$ cat config.mk
export PLATFORM = sky130hd
export DESIGN_NAME = sr_input_conditioner
export DESIGN_NICKNAME = d
export VERILOG_FILES = /design/src/rtl/sr_latch_pkg.sv /design/src/rtl/sr_debounce.sv /design/src/rtl/sr_input_conditioner.sv
export SDC_FILE = /design/constraint.sdc
export NUM_CORES = 1
export LEC_CHECK = 0
export ABC_AREA = 1
export CAP_MARGIN = 20
export CORE_MARGIN = 10
export CORE_UTILIZATION = 55
export CTS_CLUSTER_SIZE = 24
export DETAILED_ROUTE_END_ITERATION = 12
export PLACE_DENSITY = 0.85
export RECOVER_POWER = 50
export SYNTH_ARGS = -nofsm -noshare
export SYNTH_HDL_FRONTEND = slang
export SYNTH_SLANG_ARGS = --single-unit
$ cat constraint.sdc
create_clock -name clk -period 3.3 [get_ports clk]
set_input_delay 0.66 -clock clk [delete_from_list [all_inputs] [get_ports clk]]
set_output_delay 0.66 -clock clk [all_outputs]
set_load 0.05 [all_outputs]
$ cat src/rtl/sr_latch_pkg.sv
// rtl/sr_latch_pkg.sv - shared types and helpers for the synchronous SR latch front end
//
// Contents:
//   sr_state_e              : latch state encoding (2'b11 is unused and treated as HOLD_RESET)
//   sr_out_t                : decoded latch outputs {q, q_bar, invalid}
//   DEFAULT_DEBOUNCE_CYCLES : default debounce threshold
//   sr_next_state()         : NAND-latch next-state rule
//   sr_decode()             : state to output decode
package sr_latch_pkg;

    typedef enum logic [1:0] {
        HOLD_RESET = 2'b00,
        HOLD_SET   = 2'b01,
        FORBIDDEN  = 2'b10
    } sr_state_e;

    typedef struct packed {
        logic q;
        logic q_bar;
        logic invalid;
    } sr_out_t;

    localparam int DEFAULT_DEBOUNCE_CYCLES = 4;

    // Both requests released out of FORBIDDEN is the classic NAND-latch race;
    // it is resolved to HOLD_RESET so the outcome is deterministic.
    function automatic sr_state_e sr_next_state(input sr_state_e cur,
                                                input logic      set_req,
                                                input logic      reset_req);
        sr_state_e nxt;
        if (set_req && reset_req) begin
            nxt = FORBIDDEN;
        end else if (set_req) begin
            nxt = HOLD_SET;
        end else if (reset_req) begin
            nxt = HOLD_RESET;
        end else begin
            case (cur)
                HOLD_SET: nxt = HOLD_SET;
                default:  nxt = HOLD_RESET;
            endcase
        end
        return nxt;
    endfunction

    function automatic sr_out_t sr_decode(input sr_state_e st);
        sr_out_t o;
        case (st)
            HOLD_SET:  o = '{q: 1'b1, q_bar: 1'b0, invalid: 1'b0};
            FORBIDDEN: o = '{q: 1'b1, q_bar: 1'b1, invalid: 1'b1};
            default:   o = '{q: 1'b0, q_bar: 1'b1, invalid: 1'b0};
        endcase
        return o;
    endfunction

endpackage

$ cat src/rtl/sr_debounce.sv
// rtl/sr_debounce.sv - 2-flop synchronizer plus stable-count debounce for one active-low input
//
// Ports:
//   clk       : system clock, rising edge
//   rst_n     : asynchronous active-low reset
//   raw_n     : raw active-low input, asynchronous to clk
//   filt_nxt  : value the filtered level takes at the coming clock edge
module sr_debounce #(
    parameter int DEBOUNCE_CYCLES = 4,
    parameter int CNT_W           = $clog2(DEBOUNCE_CYCLES + 1)
) (
    input  logic clk,
    input  logic rst_n,
    input  logic raw_n,
    output logic filt_nxt
);

    logic             sync1_q, sync1_d;
    logic             sync2_q, sync2_d;
    logic             filt_q,  filt_d;
    logic [CNT_W-1:0] cnt_q,   cnt_d;

    always_comb begin
        sync1_d = raw_n;
        sync2_d = sync1_q;
        filt_d  = filt_q;
        cnt_d   = '0;
        if (sync2_q != filt_q) begin
            // The count reaching DEBOUNCE_CYCLES happens on this edge, so
            // compare against one less and commit filt instead of storing it.
            if (cnt_q == CNT_W'(DEBOUNCE_CYCLES - 1)) begin
                filt_d = sync2_q;
                cnt_d  = '0;
            end else begin
                cnt_d = cnt_q + 1'b1;
            end
        end
    end

    always_ff @(posedge clk or negedge rst_n) begin
        if (!rst_n) begin
            sync1_q <= 1'b1;
            sync2_q <= 1'b1;
            filt_q  <= 1'b1;
            cnt_q   <= '0;
        end else begin
            sync1_q <= sync1_d;
            sync2_q <= sync2_d;
            filt_q  <= filt_d;
            cnt_q   <= cnt_d;
        end
    end

    // The FSM consumes the next filtered value so that the state register
    // moves on the same edge as filt, keeping latency at 2 + DEBOUNCE_CYCLES.
    assign filt_nxt = filt_d;

endmodule

$ cat src/rtl/sr_input_conditioner.sv
// rtl/sr_input_conditioner.sv - synchronized, debounced SR latch with registered NAND-latch outputs
//
// Ports:
//   clk         : system clock, rising edge
//   rst_n       : asynchronous active-low reset
//   s_n_raw     : raw active-low set request
//   r_n_raw     : raw active-low reset request
//   q, q_bar    : latch outputs (both high in FORBIDDEN)
//   set_pulse   : one-cycle strobe on entry to HOLD_SET
//   reset_pulse : one-cycle strobe on entry to HOLD_RESET from another state
//   invalid     : high while in FORBIDDEN
module sr_input_conditioner
    import sr_latch_pkg::*;
#(
    parameter int DEBOUNCE_CYCLES = DEFAULT_DEBOUNCE_CYCLES,
    parameter int CNT_W           = $clog2(DEBOUNCE_CYCLES + 1)
) (
    input  logic clk,
    input  logic rst_n,
    input  logic s_n_raw,
    input  logic r_n_raw,
    output logic q,
    output logic q_bar,
    output logic set_pulse,
    output logic reset_pulse,
    output logic invalid
);

    logic      filt_s_nxt;
    logic      filt_r_nxt;
    logic      set_req;
    logic      reset_req;
    sr_out_t   dec;

    sr_state_e state_q, state_d;
    logic      q_q, q_d;
    logic      q_bar_q, q_bar_d;
    logic      invalid_q, invalid_d;
    logic      set_pulse_q, set_pulse_d;
    logic      reset_pulse_q, reset_pulse_d;

    sr_debounce #(
        .DEBOUNCE_CYCLES (DEBOUNCE_CYCLES),
        .CNT_W           (CNT_W)
    ) u_deb_s (
        .clk      (clk),
        .rst_n    (rst_n),
        .raw_n    (s_n_raw),
        .filt_nxt (filt_s_nxt)
    );

    sr_debounce #(
        .DEBOUNCE_CYCLES (DEBOUNCE_CYCLES),
        .CNT_W           (CNT_W)
    ) u_deb_r (
        .clk      (clk),
        .rst_n    (rst_n),
        .raw_n    (r_n_raw),
        .filt_nxt (filt_r_nxt)
    );

    assign set_req   = ~filt_s_nxt;
    assign reset_req = ~filt_r_nxt;

    always_comb begin
        state_d       = sr_next_state(state_q, set_req, reset_req);
        dec           = sr_decode(state_d);
        q_d           = dec.q;
        q_bar_d       = dec.q_bar;
        invalid_d     = dec.invalid;
        set_pulse_d   = (state_d == HOLD_SET)   && (state_q != HOLD_SET);
        reset_pulse_d = (state_d == HOLD_RESET) && (state_q != HOLD_RESET);
    end

    always_ff @(posedge clk or negedge rst_n) begin
        if (!rst_n) begin
            state_q       <= HOLD_RESET;
            q_q           <= 1'b0;
            q_bar_q       <= 1'b1;
            invalid_q     <= 1'b0;
            set_pulse_q   <= 1'b0;
            reset_pulse_q <= 1'b0;
        end else begin
            state_q       <= state_d;
            q_q           <= q_d;
            q_bar_q       <= q_bar_d;
            invalid_q     <= invalid_d;
            set_pulse_q   <= set_pulse_d;
            reset_pulse_q <= reset_pulse_d;
        end
    end

    assign q           = q_q;
    assign q_bar       = q_bar_q;
    assign invalid     = invalid_q;
    assign set_pulse   = set_pulse_q;
    assign reset_pulse = reset_pulse_q;

endmodule

## After elaboration in Yosys (flattened, before gate mapping)

Index checks and enable logic that the tools add are counted.

- Add/sub/neg operators: 2
- Multiply operators: 0
- Divide/modulo/power cells: 0
- $lt $le $gt $ge: 0
- Equal/unequal tests: 8
- Shifts and indexed selects: 0
- Muxes and demuxes: 13
- Bitwise operators: 2
- Reduce and logical (&&, ||, !) cells: 5

Operators with widths:

| kind | count |
|---|---|
| $mux W3 | 4 |
| $mux W1 | 7 |
| $add A3 B1 Y3 const B | 2 |
| $eq A3 B2 Y1 const B | 2 |
| $pmux W3 S2 | 1 |
| $eq A2 B1 Y1 const B | 2 |
| $logic_and A1 B1 Y1 | 3 |
| $eq A2 B2 Y1 const B | 1 |
| $logic_not A2 Y1 | 1 |
| $mux W2 | 1 |
| $ne A1 B1 Y1 | 2 |
| $ne A2 B1 Y1 const B | 1 |
| $not A1 Y1 | 2 |
| $reduce_bool A2 Y1 | 1 |

- Flip-flop bits (word level): 19
- Latch bits: 0
- RAM bits: 0
- Memory bits (read-only): 0
- Input bits: 4
- Output and inout bits: 5
- Logic and storage cells: 44
- Memories: 0

## Logic depth before layout (Yosys ltp)

Gate-level depths: netlist of the first run.

- Depth after elaboration: 8
- Depth in mapped cells: 8
- Mapped depth without buffers: 8

## Hierarchy

From an unflattened synthesis of the first run, not the netlist that was laid out.

- Cell total of the unflattened synthesis: 70
- Area, all modules: 710.7 um^2

By module, submodules not included:

| module | times used | cells each | area each (um^2) | seq. area each (um^2) |
|---|---|---|---|---|
| sr_debounce | 2 | 25 | 242.7 | 153.9 |
| sr_input_conditioner | 1 | 20 | 225.2 | 151.4 |

## Least setup slack after synthesis of the first run

Ideal clock, no wire load.

- Path type: register -> register
- Start point: reg u_deb_r.cnt_q[0]
- End point: reg q_q (netlist: q)
- Library setup time: 0.126 ns
- Arrival: 1.200 ns
- Required time: 3.174 ns
- Path slack: 1.974 ns
- Stages on the path, launching flop included: 7
- Path buffers: 0
- Period minus slack after synthesis: 1.326 ns
- Path through: dfrtp_1 -> ha_1 -> nand3_1 -> nand2_4 -> nor2_4 -> inv_2 -> ha_1

RTL lines:

| item | line | source |
|---|---|---|
| from (decl) | sr_debounce.sv:21 | `logic [CNT_W-1:0] cnt_q, cnt_d;` |
| from (signal assigned) | sr_debounce.sv:50 | `cnt_q <= cnt_d;` |
| to (signal assigned) | sr_input_conditioner.sv:85 | `q_q <= q_d;` |
| to (decl) | sr_input_conditioner.sv:36 | `logic q_q, q_d;` |

## Worst setup path after layout of the first run

- Start point: reg q_bar_q (netlist: q_bar)
- End point: out q_bar

RTL lines:

| item | line | source |
|---|---|---|
| from (decl) | sr_input_conditioner.sv:37 | `logic q_bar_q, q_bar_d;` |
| from (signal assigned) | sr_input_conditioner.sv:86 | `q_bar_q <= q_bar_d;` |
| to (decl) | sr_input_conditioner.sv:23 | `output logic q_bar,` |

No word-level cell between the ends.

==> results.toml, run 1 <==
[hold_path]
hold_path.class = "flip-flop to flip-flop"
hold_path_end = "u_deb_r.sync2_q"
hold_start = "u_deb_r.sync1_q"
hold_depth = 0

[sta]
timing.final.crit_period_ns = 2.315
final_hold_viol_count = 0
final-setup-viol-count = 0
drv_slew = 0
relSlewSlack_pct = 50.06
rsz0062_at_grt = "false"
worstMarginPinSlew_ns = 0.7466
fin_skew_ns = 0.001295
fin_crit_sh_pct = 70.14
timing.fmax_mhz = 432.0
finalSetupTns_ns = 0

[grt]
grt_pass1_vias = 528
antenna_found_initial = 0
grtUsageTotal_pct = 8.352
grt_pass1_wl_mm = 2.125
grt-ovfl-total = 0
grt_start_max_net_pins = 19

[setup_path]
path_max_fanout = 1
reg2reg_to = "reset_pulse"
critPathSlowestCell = "clkdlybuf4s50_1"
cp_top_family = "buffers and inverters"
path_class = "flip-flop to output port"
worstPathBufferInverterCount = 1
r2r_slack_ns = 1.72
rr_startpoint = "u_deb_r.cnt_q[0]"
cp_cell_sequence = "clkdlybuf4s50_1"
max_stage_delay_ns = 0.82
end_kind = "output port"
crit_arrival_ns = 1.65
critPathRequiredTime_ns = 2.64
reg2reg_depth = 7
startpoint_type = "flip-flop"

[detailed_routing]
drtIter0Drc = 4
drc = 0
ant_nets = 0
vias = 449
vias_per_cell = 4.880
wl_mm = 1.158
wl_per_cell_um = 12.59
first_pass_iters = 4

[synthesis]
syn_area_per_cell_um2 = 11.26
yosysTopAreaCell = "dfrtp_1"
synthFlopType = "dfrtp_1"
synthTopCellsByCount = "dfrtp_1, inv_1, nand2_1"
yosysWarnings = 0
mappedNetlistArea_um2 = 732.0
synth_edf_count = 0
ys_ff_latch = 18
synth_cells = 65
async_flop_share_pct = 100.0
synthTopCellsByArea = "dfrtp_1, dfstp_2, ha_1"
yosysSeqAreaShare_pct = 62.74
yosysMostFrequentCell = "dfrtp_1"
syn_nets = 73
synth_cell_type_count = 16
synth_top_area_share_pct = 37.61

[clock_tree]
postCtsHoldBufs = 0
cts_resized = 0
insertion_delay_ns = 0.29
cts_buffer_depth = 2
clkTransAtPathRegs_ns = 0.10
clock-sinks = 18
cts-root-buf = "clkbuf_4"
htreeDepth = 1
numCtsBuffers = 3
cts_setup_buffers = 0
cts_tree = "yes"

[die]
die_y_um = 56.48
die_w_um = 56.48
io_pins = 9
row_count = 13
core_um2 = 1285
initial_core_util_pct = 56.96
die_area_um2 = 3190

[placement]
dp_hpwl_um = 913.1
gp_congestion = 0.6751
port_buffers = 8

[final_layout]
fillers = 94
syn2layout_area_growth_pct = 15.56
layout.nets = 86
diodes = 0
layout-drive-gt1-share_pct = 19.48
largestRegisters = "u_deb_r.cnt_q: 3 flops, u_deb_s.cnt_q: 3 flops"

[flow_run]
timing.max_cap.violations = 0

[power]
leakage_uw = 0.0004188
peakVddDrop_uv = 478.0
power_density_nw_per_um2 = 959.3
power.total_uw = 811.4

[status]
status = "completed"
==> where the power goes <==
part / internal, uW / switching [uW] / total (uW)
Clock: 67.3 / 66.7 / 134
Sequential: 298 / 36.5 / 335
Combinational: 119 / 224 / 343
Total: 484 / 327 / 811
==> through the flow <==
step	util (%)	hold WS (ns)	instances	worst slack [ns]	instance area, um2
2_1_floorplan	-	0.3452	65	1.974	732.0
3_3_place_gp	64.65	0.3453	88	1.352	830.8
3_5_place_dp	64.65	0.3482	88	1.309	830.8
4_1_cts	67.48	0.3628	92	0.9730	867.1
5_1_grt	65.82	0.3686	92	0.9533	845.8
6_report	65.82	0.3614	92	0.9854	845.8
==> cell families (layout without fill, tap and decap cells) <==
kind of cell | count (synthesis) | after routing | share of synthesized area, %
AOI/OAI and AO/OA | 2 | 2 | 2.223
DFF | 18 | 18 | 62.73
adders and majority gates | 4 | 4 | 6.838
xor gates and xnor gates | 2 | 2 | 2.394
and+or+nand+nor | 26 | 26 | 19.14
buffers and inverters | 13 | 25 | 6.667
==> routing by layer <==
metal,global-route usage [%],share of wire (%),vias up,wire (um)
li1,-,-,220,-
met1,7.115,37,217,423
met2,15.20,55,8,633
met3,3.146,6.6,4,76
met4,6.186,2.1,0,24
met5,0,0,-,0
==> final cells by class <==
cell class | instances | area [um2] | area share [%]
Multi-Input combinational cell | 34 | 202.7 | 23.96
Tap cell | 15 | 18.77 | 2.219
Sequential cell | 18 | 459.2 | 54.29
Inverter | 13 | 48.80 | 5.769
Clock buffer | 4 | 36.28 | 4.290
Timing Repair Buffer | 8 | 80.08 | 9.467
==> worst max-delay path by stage <==
stage                     start    end  slack (ns)  cells past startpoint
2_1_floorplan  u_deb_r.cnt_q[0]      q        1.97                      6
5_1_grt                   q_bar  q_bar        0.95                      1
6_report                  q_bar  q_bar        0.99                      1
3_3_place_gp              q_bar  q_bar        1.35                      1
3_5_place_dp              q_bar  q_bar        1.31                      1
4_1_cts                   q_bar  q_bar        0.97                      1
==> cell usage in the layout (no fill, tap or decap), drive strengths merged, types with 2 or more instances in the layout <==
cell type	instances
dfrtp	11
inv	13
clkdlybuf4s50	5
xnor2	2
dlygate4sd3	3
nor2	4
nand2	14
clkbuf	4
nand3	3
ha	4
dfstp	7
nor3	4
(Power assumes the default switching activity.)
==> inputs of run 2 (changes only) <==
CORE_UTILIZATION = 51   (was 55)
PLACE_DENSITY = 0.8   (was 0.85)
clock period = 2.3 ns   (was 3.3 ns; I/O delays follow)
==> run 2 against run 1 <==
Largest cell class unchanged. Clock skew up 0.0023 ns. Sequential power increased by 43%. First-iteration DRC count fell by 75%. Setup slack got worse by 0.76 ns. Critical path type unchanged. Via count grew 1.8%. Clock power increased by 44%. Global-route usage is 0.23 points lower. Routed wire length shrank 9.0%. Combinational power rose by 51%. Flip-flop and latch count unchanged.
==> results.toml, run 2 (synthesized netlist as in run 1, its figures left out) <==
[detailed_routing]
drtIter0Drc = 1
highest-signal-layer = "met4"
vias_per_cell = 4.914
first_pass_iters = 2
vias = 457
wl_per_cell_um = 11.33
wl_met2_um = 509
wl_met1_um = 418
drc = 0
ant_nets = 0
dr_wl_met3_um = 81
wl_mm = 1.054

[die]
die_area_um2 = 3351
initial_core_util_pct = 54.88
die_y_um = 57.89
row_count = 13
die_w_um = 57.89
core_um2 = 1334
io_pins = 9

[flow_run]
timing.max_cap.violations = 0

[power]
switchingPower_uw = 475.3
internal_power_uw = 713.8
pwr-share-comb_pct = 43.5
peakVddDrop_uv = 857.6
p_clk_share_pct = 16.2
power.total_uw = 1189
sw_frac_of_total_pct = 39.97
leakage_uw = 0.0004231
power_density_nw_per_um2 = 1365
p_seq_share_pct = 40.3

[setup_path]
max_stage_delay_ns = 0.80
rr_startpoint = "u_deb_r.cnt_q[0]"
startpoint_type = "flip-flop"
cp_num_cells = 1
end_kind = "output port"
cp_cell_sequence = "clkdlybuf4s50_1"
path_max_fanout = 1
cp_top_family = "buffers and inverters"
worstPathBufferInverterCount = 1
critPathSlowestCell = "clkdlybuf4s50_1"
crit_arrival_ns = 1.62
critPathRequiredTime_ns = 1.84
r2r_slack_ns = 0.88
reg2reg_to = "reset_pulse"
path_class = "flip-flop to output port"
reg2reg_depth = 7

[sta]
relSlewSlack_pct = 38.36
final-setup-viol-count = 0
fin_crit_sh_pct = 90.32
timing.final.crit_period_ns = 2.077
final_hold_viol_count = 0
fin_skew_ns = 0.003629
finalSetupTns_ns = 0
worstMarginPinSlew_ns = 0.9246
timing.fmax_mhz = 481.4
drv_slew = 0
rsz0062_at_grt = "false"

[placement]
port_buffers = 8
dp_hpwl_um = 812.5
gp_congestion = 0.6802

[final_layout]
seq_area_um2 = 459.2
final_common_cell = "dfrtp_1"
layout-drive-gt1-share_pct = 26.92
diodes = 0
syn2layout_area_growth_pct = 18.97
final_cell_mix = "dfrtp_1, inv_1, nand2_1"
layout.nets = 87
fillers = 109
multi_input_area_um2 = 224.0
largestRegisters = "u_deb_r.cnt_q: 3 flops, u_deb_s.cnt_q: 3 flops"

[clock_tree]
clkTransAtPathRegs_ns = 0.10
cts_buffer_depth = 2
cts_tree = "yes"
clock-sinks = 18
cts_resized = 0
htreeDepth = 1
cts_setup_buffers = 0
numCtsBuffers = 3
postCtsHoldBufs = 0
cts-root-buf = "clkbuf_4"
insertion_delay_ns = 0.30

[grt]
grt_start_max_net_pins = 19
grt-ovfl-total = 0
grtUsageTotal_pct = 8.120
antenna_found_initial = 0
grt_pass1_wl_mm = 2.132
grt_pass1_vias = 532

[hold_path]
hold_start = "u_deb_s.sync1_q"
hold_path.class = "flip-flop to flip-flop"
hold_path_end = "u_deb_s.sync2_q"
hold_depth = 0

[status]
status = "completed"
-- run 2: cell types whose count changed in the layout (fill, tap and decap cells not counted), sizes merged --
cell / before / now
clkbuf: 4 / 5
-- run 2: power by group through the flow --
stage	clock, uW	sequential [uW]	combinational [uW]
after floorplan	0	621	247
after global placement	0	482	513
after detailed placement	0	487	527
after CTS	196	481	530
after global routing	206	493	583
final	193	479	517
-- run 2: how the worst max path moves through the flow --
stage / start / endpoint / slack, ns
floorplan: u_deb_r.cnt_q[0] / q / 0.97
global placement: q_bar / q_bar / 0.55
detailed placement: q_bar / q_bar / 0.54
CTS: q_bar / q_bar / 0.21
global route: q_bar / q_bar / 0.20
finish: q_bar / q_bar / 0.22
-- run 2: metrics by stage --
step	area (um2)	utilization [%]	worst slack [ns]	hold slack [ns]	cells
3_5_place_dp	838.3	62.85	0.5428	0.3473	89
6_report	870.8	65.29	0.2227	0.3606	93
4_1_cts	874.6	65.57	0.2101	0.3619	93
5_1_grt	870.8	65.29	0.1995	0.3646	93
2_1_floorplan	732.0	-	0.9736	0.1644	65
3_3_place_gp	838.3	62.85	0.5523	0.3454	89
-- run 2: per-layer routing --
| layer | global-route usage, % | vias to the layer above |
|---|---|---|
| li1 | - | 222 |
| met1 | 7.305 | 219 |
| met2 | 13.50 | 11 |
| met3 | 3.268 | 5 |
| met4 | 7.718 | 0 |
| met5 | 0 | - |
-- run 2: final cells by class --
| cell class | count | share of cell area [%] |
|---|---|---|
| Multi-Input combinational cell | 34 | 25.72 |
| Clock buffer | 4 | 4.167 |
| Timing Repair Buffer | 9 | 9.626 |
| Tap cell | 15 | 2.155 |
| Inverter | 13 | 5.603 |
| Sequential cell | 18 | 52.73 |
==> inputs of run 3 (changes only) <==
CORE_MARGIN = 1   (was 10)
CORE_UTILIZATION = 40   (was 51)
PLACE_DENSITY = 0.67   (was 0.8)
REMOVE_ABC_BUFFERS = 1   (was unset)
==> run 3 against run 2 <==
Core utilization shrank 14 points. Global-route usage grew 3.9 points. Flip-flop and latch count did not move. Hold slack about the same. Critical endpoint unchanged. Largest power group unchanged. Highest routed layer unchanged.
==> results.toml, run 3 (synthesized netlist as in run 1, its figures left out) <==
[final_layout]
diodes = 0
layout.nets = 87
final_common_cell = "dfrtp_1"
postLayoutCoreUtil_pct = 51.16
layout-drive-gt1-share_pct = 26.92
syn2layout_area_growth_pct = 20.68
largestRegisters = "u_deb_r.cnt_q: 3 flops, u_deb_s.cnt_q: 3 flops"
fillers = 172
final_cell_mix = "dfrtp_1, inv_1, nand2_1"

[power]
peakVddDrop_uv = 791.8
leakage_uw = 0.0004231
power_density_nw_per_um2 = 1342

[sta]
worstMarginPinSlew_ns = 0.9045
final_hold_viol_count = 0
drv_slew = 0
fin_crit_sh_pct = 89.51
finalSetupTns_ns = 0
fin_skew_ns = 0.002598
relSlewSlack_pct = 39.70
timing.fmax_mhz = 485.7
timing.final.crit_period_ns = 2.059
final-setup-viol-count = 0
rsz0062_at_grt = "false"

[flow_run]
timing.max_cap.violations = 0

[setup_path]
path_class = "flip-flop to output port"
startpoint_type = "flip-flop"
r2r_slack_ns = 0.87
max_stage_delay_ns = 0.79
cp-startpoint = "q_bar"
path_max_fanout = 1
critPathRequiredTime_ns = 1.84
crit_arrival_ns = 1.60
cp_top_family = "buffers and inverters"
worstPathBufferInverterCount = 1
reg2reg_depth = 7
rr_startpoint = "u_deb_s.cnt_q[0]"
reg2reg_to = "reset_pulse"
timing.critical_path.to = "q_bar"
end_kind = "output port"
cp_cell_sequence = "clkdlybuf4s50_1"
critPathSlowestCell = "clkdlybuf4s50_1"
cp_num_cells = 1

[die]
initial_core_util_pct = 42.39
die_y_um = 44.78
io_pins = 9
row_count = 15
die_w_um = 44.78
core_um2 = 1727
die_area_um2 = 2005

[clock_tree]
cts_buffer_depth = 2
postCtsHoldBufs = 0
clock-sinks = 18
insertion_delay_ns = 0.28
numCtsBuffers = 3
clkTransAtPathRegs_ns = 0.10
cts_setup_buffers = 0
htreeDepth = 1
cts_resized = 0
cts-root-buf = "clkbuf_4"
cts_tree = "yes"

[detailed_routing]
vias = 431
vias_per_cell = 4.184
wl_um = 998
ant_nets = 0
drc = 0
wl_per_cell_um = 9.689
drtIter0Drc = 2
first_pass_iters = 4

[placement]
dp_hpwl_um = 783.6
port_buffers = 8
gp_congestion = 0.6801

[grt]
grtUsageTotal_pct = 11.97
grt_pass1_vias = 427
grt-ovfl-total = 0
grt_pass1_wl_mm = 1.656
antenna_found_initial = 0
grt_start_max_net_pins = 19

[hold_path]
hold_depth = 0
hold_path.class = "flip-flop to flip-flop"

[status]
status = "completed"
run 3: cell counts in the layout (fill, tap and decap cells not counted):
Identical to the previous run, type by type.
run 3: through the flow:
stage          hold slack, ns  setup WS, ns  total power [uW]  std cells  cell area, um2
6_report               0.3610        0.2413              1186        103           883.3
5_1_grt                0.3693        0.1960              1271        103           883.3
4_1_cts                0.3620        0.2248              1210        103           887.1
3_5_place_dp           0.3473        0.5527              1019         99           850.8
3_3_place_gp           0.3456        0.5608             994.2         99           850.8
2_1_floorplan          0.1644        0.9736             867.6         65           732.0
run 3: cell type report:
type,count,area (um2),share of cell area [%]
sequential,18,459.2,51.98
multi-input combinational,34,224.0,25.35
timing repair buffer,9,83.83,9.490
inverter,13,48.80,5.524
clock buffer,4,36.28,4.108
tap,25,31.28,3.541
run 3: how the worst min path moves through the flow:
stage / startpoint / slack, ns / endpoint
5_1_grt: u_deb_s.sync1_q / 0.37 / u_deb_s.sync2_q
4_1_cts: u_deb_s.sync1_q / 0.36 / u_deb_s.sync2_q
2_1_floorplan: rst_n / 0.16 / invalid
3_5_place_dp: u_deb_s.sync1_q / 0.35 / u_deb_s.sync2_q
6_report: u_deb_s.sync1_q / 0.36 / u_deb_s.sync2_q
3_3_place_gp: u_deb_s.sync1_q / 0.35 / u_deb_s.sync2_q
run 3: layer usage:
| metal | global-route usage, % | share of wire (%) |
|---|---|---|
| met5 | 0 | 0 |
| met4 | 7.273 | 0.90 |
| met3 | 2.400 | 1.8 |
| met2 | 19.71 | 49 |
| met1 | 14.56 | 48 |
run 3: where the power goes:
part           internal, uW  switching [uW]
logic                   187             329
registers               432            50.0
clock network          96.3            91.1
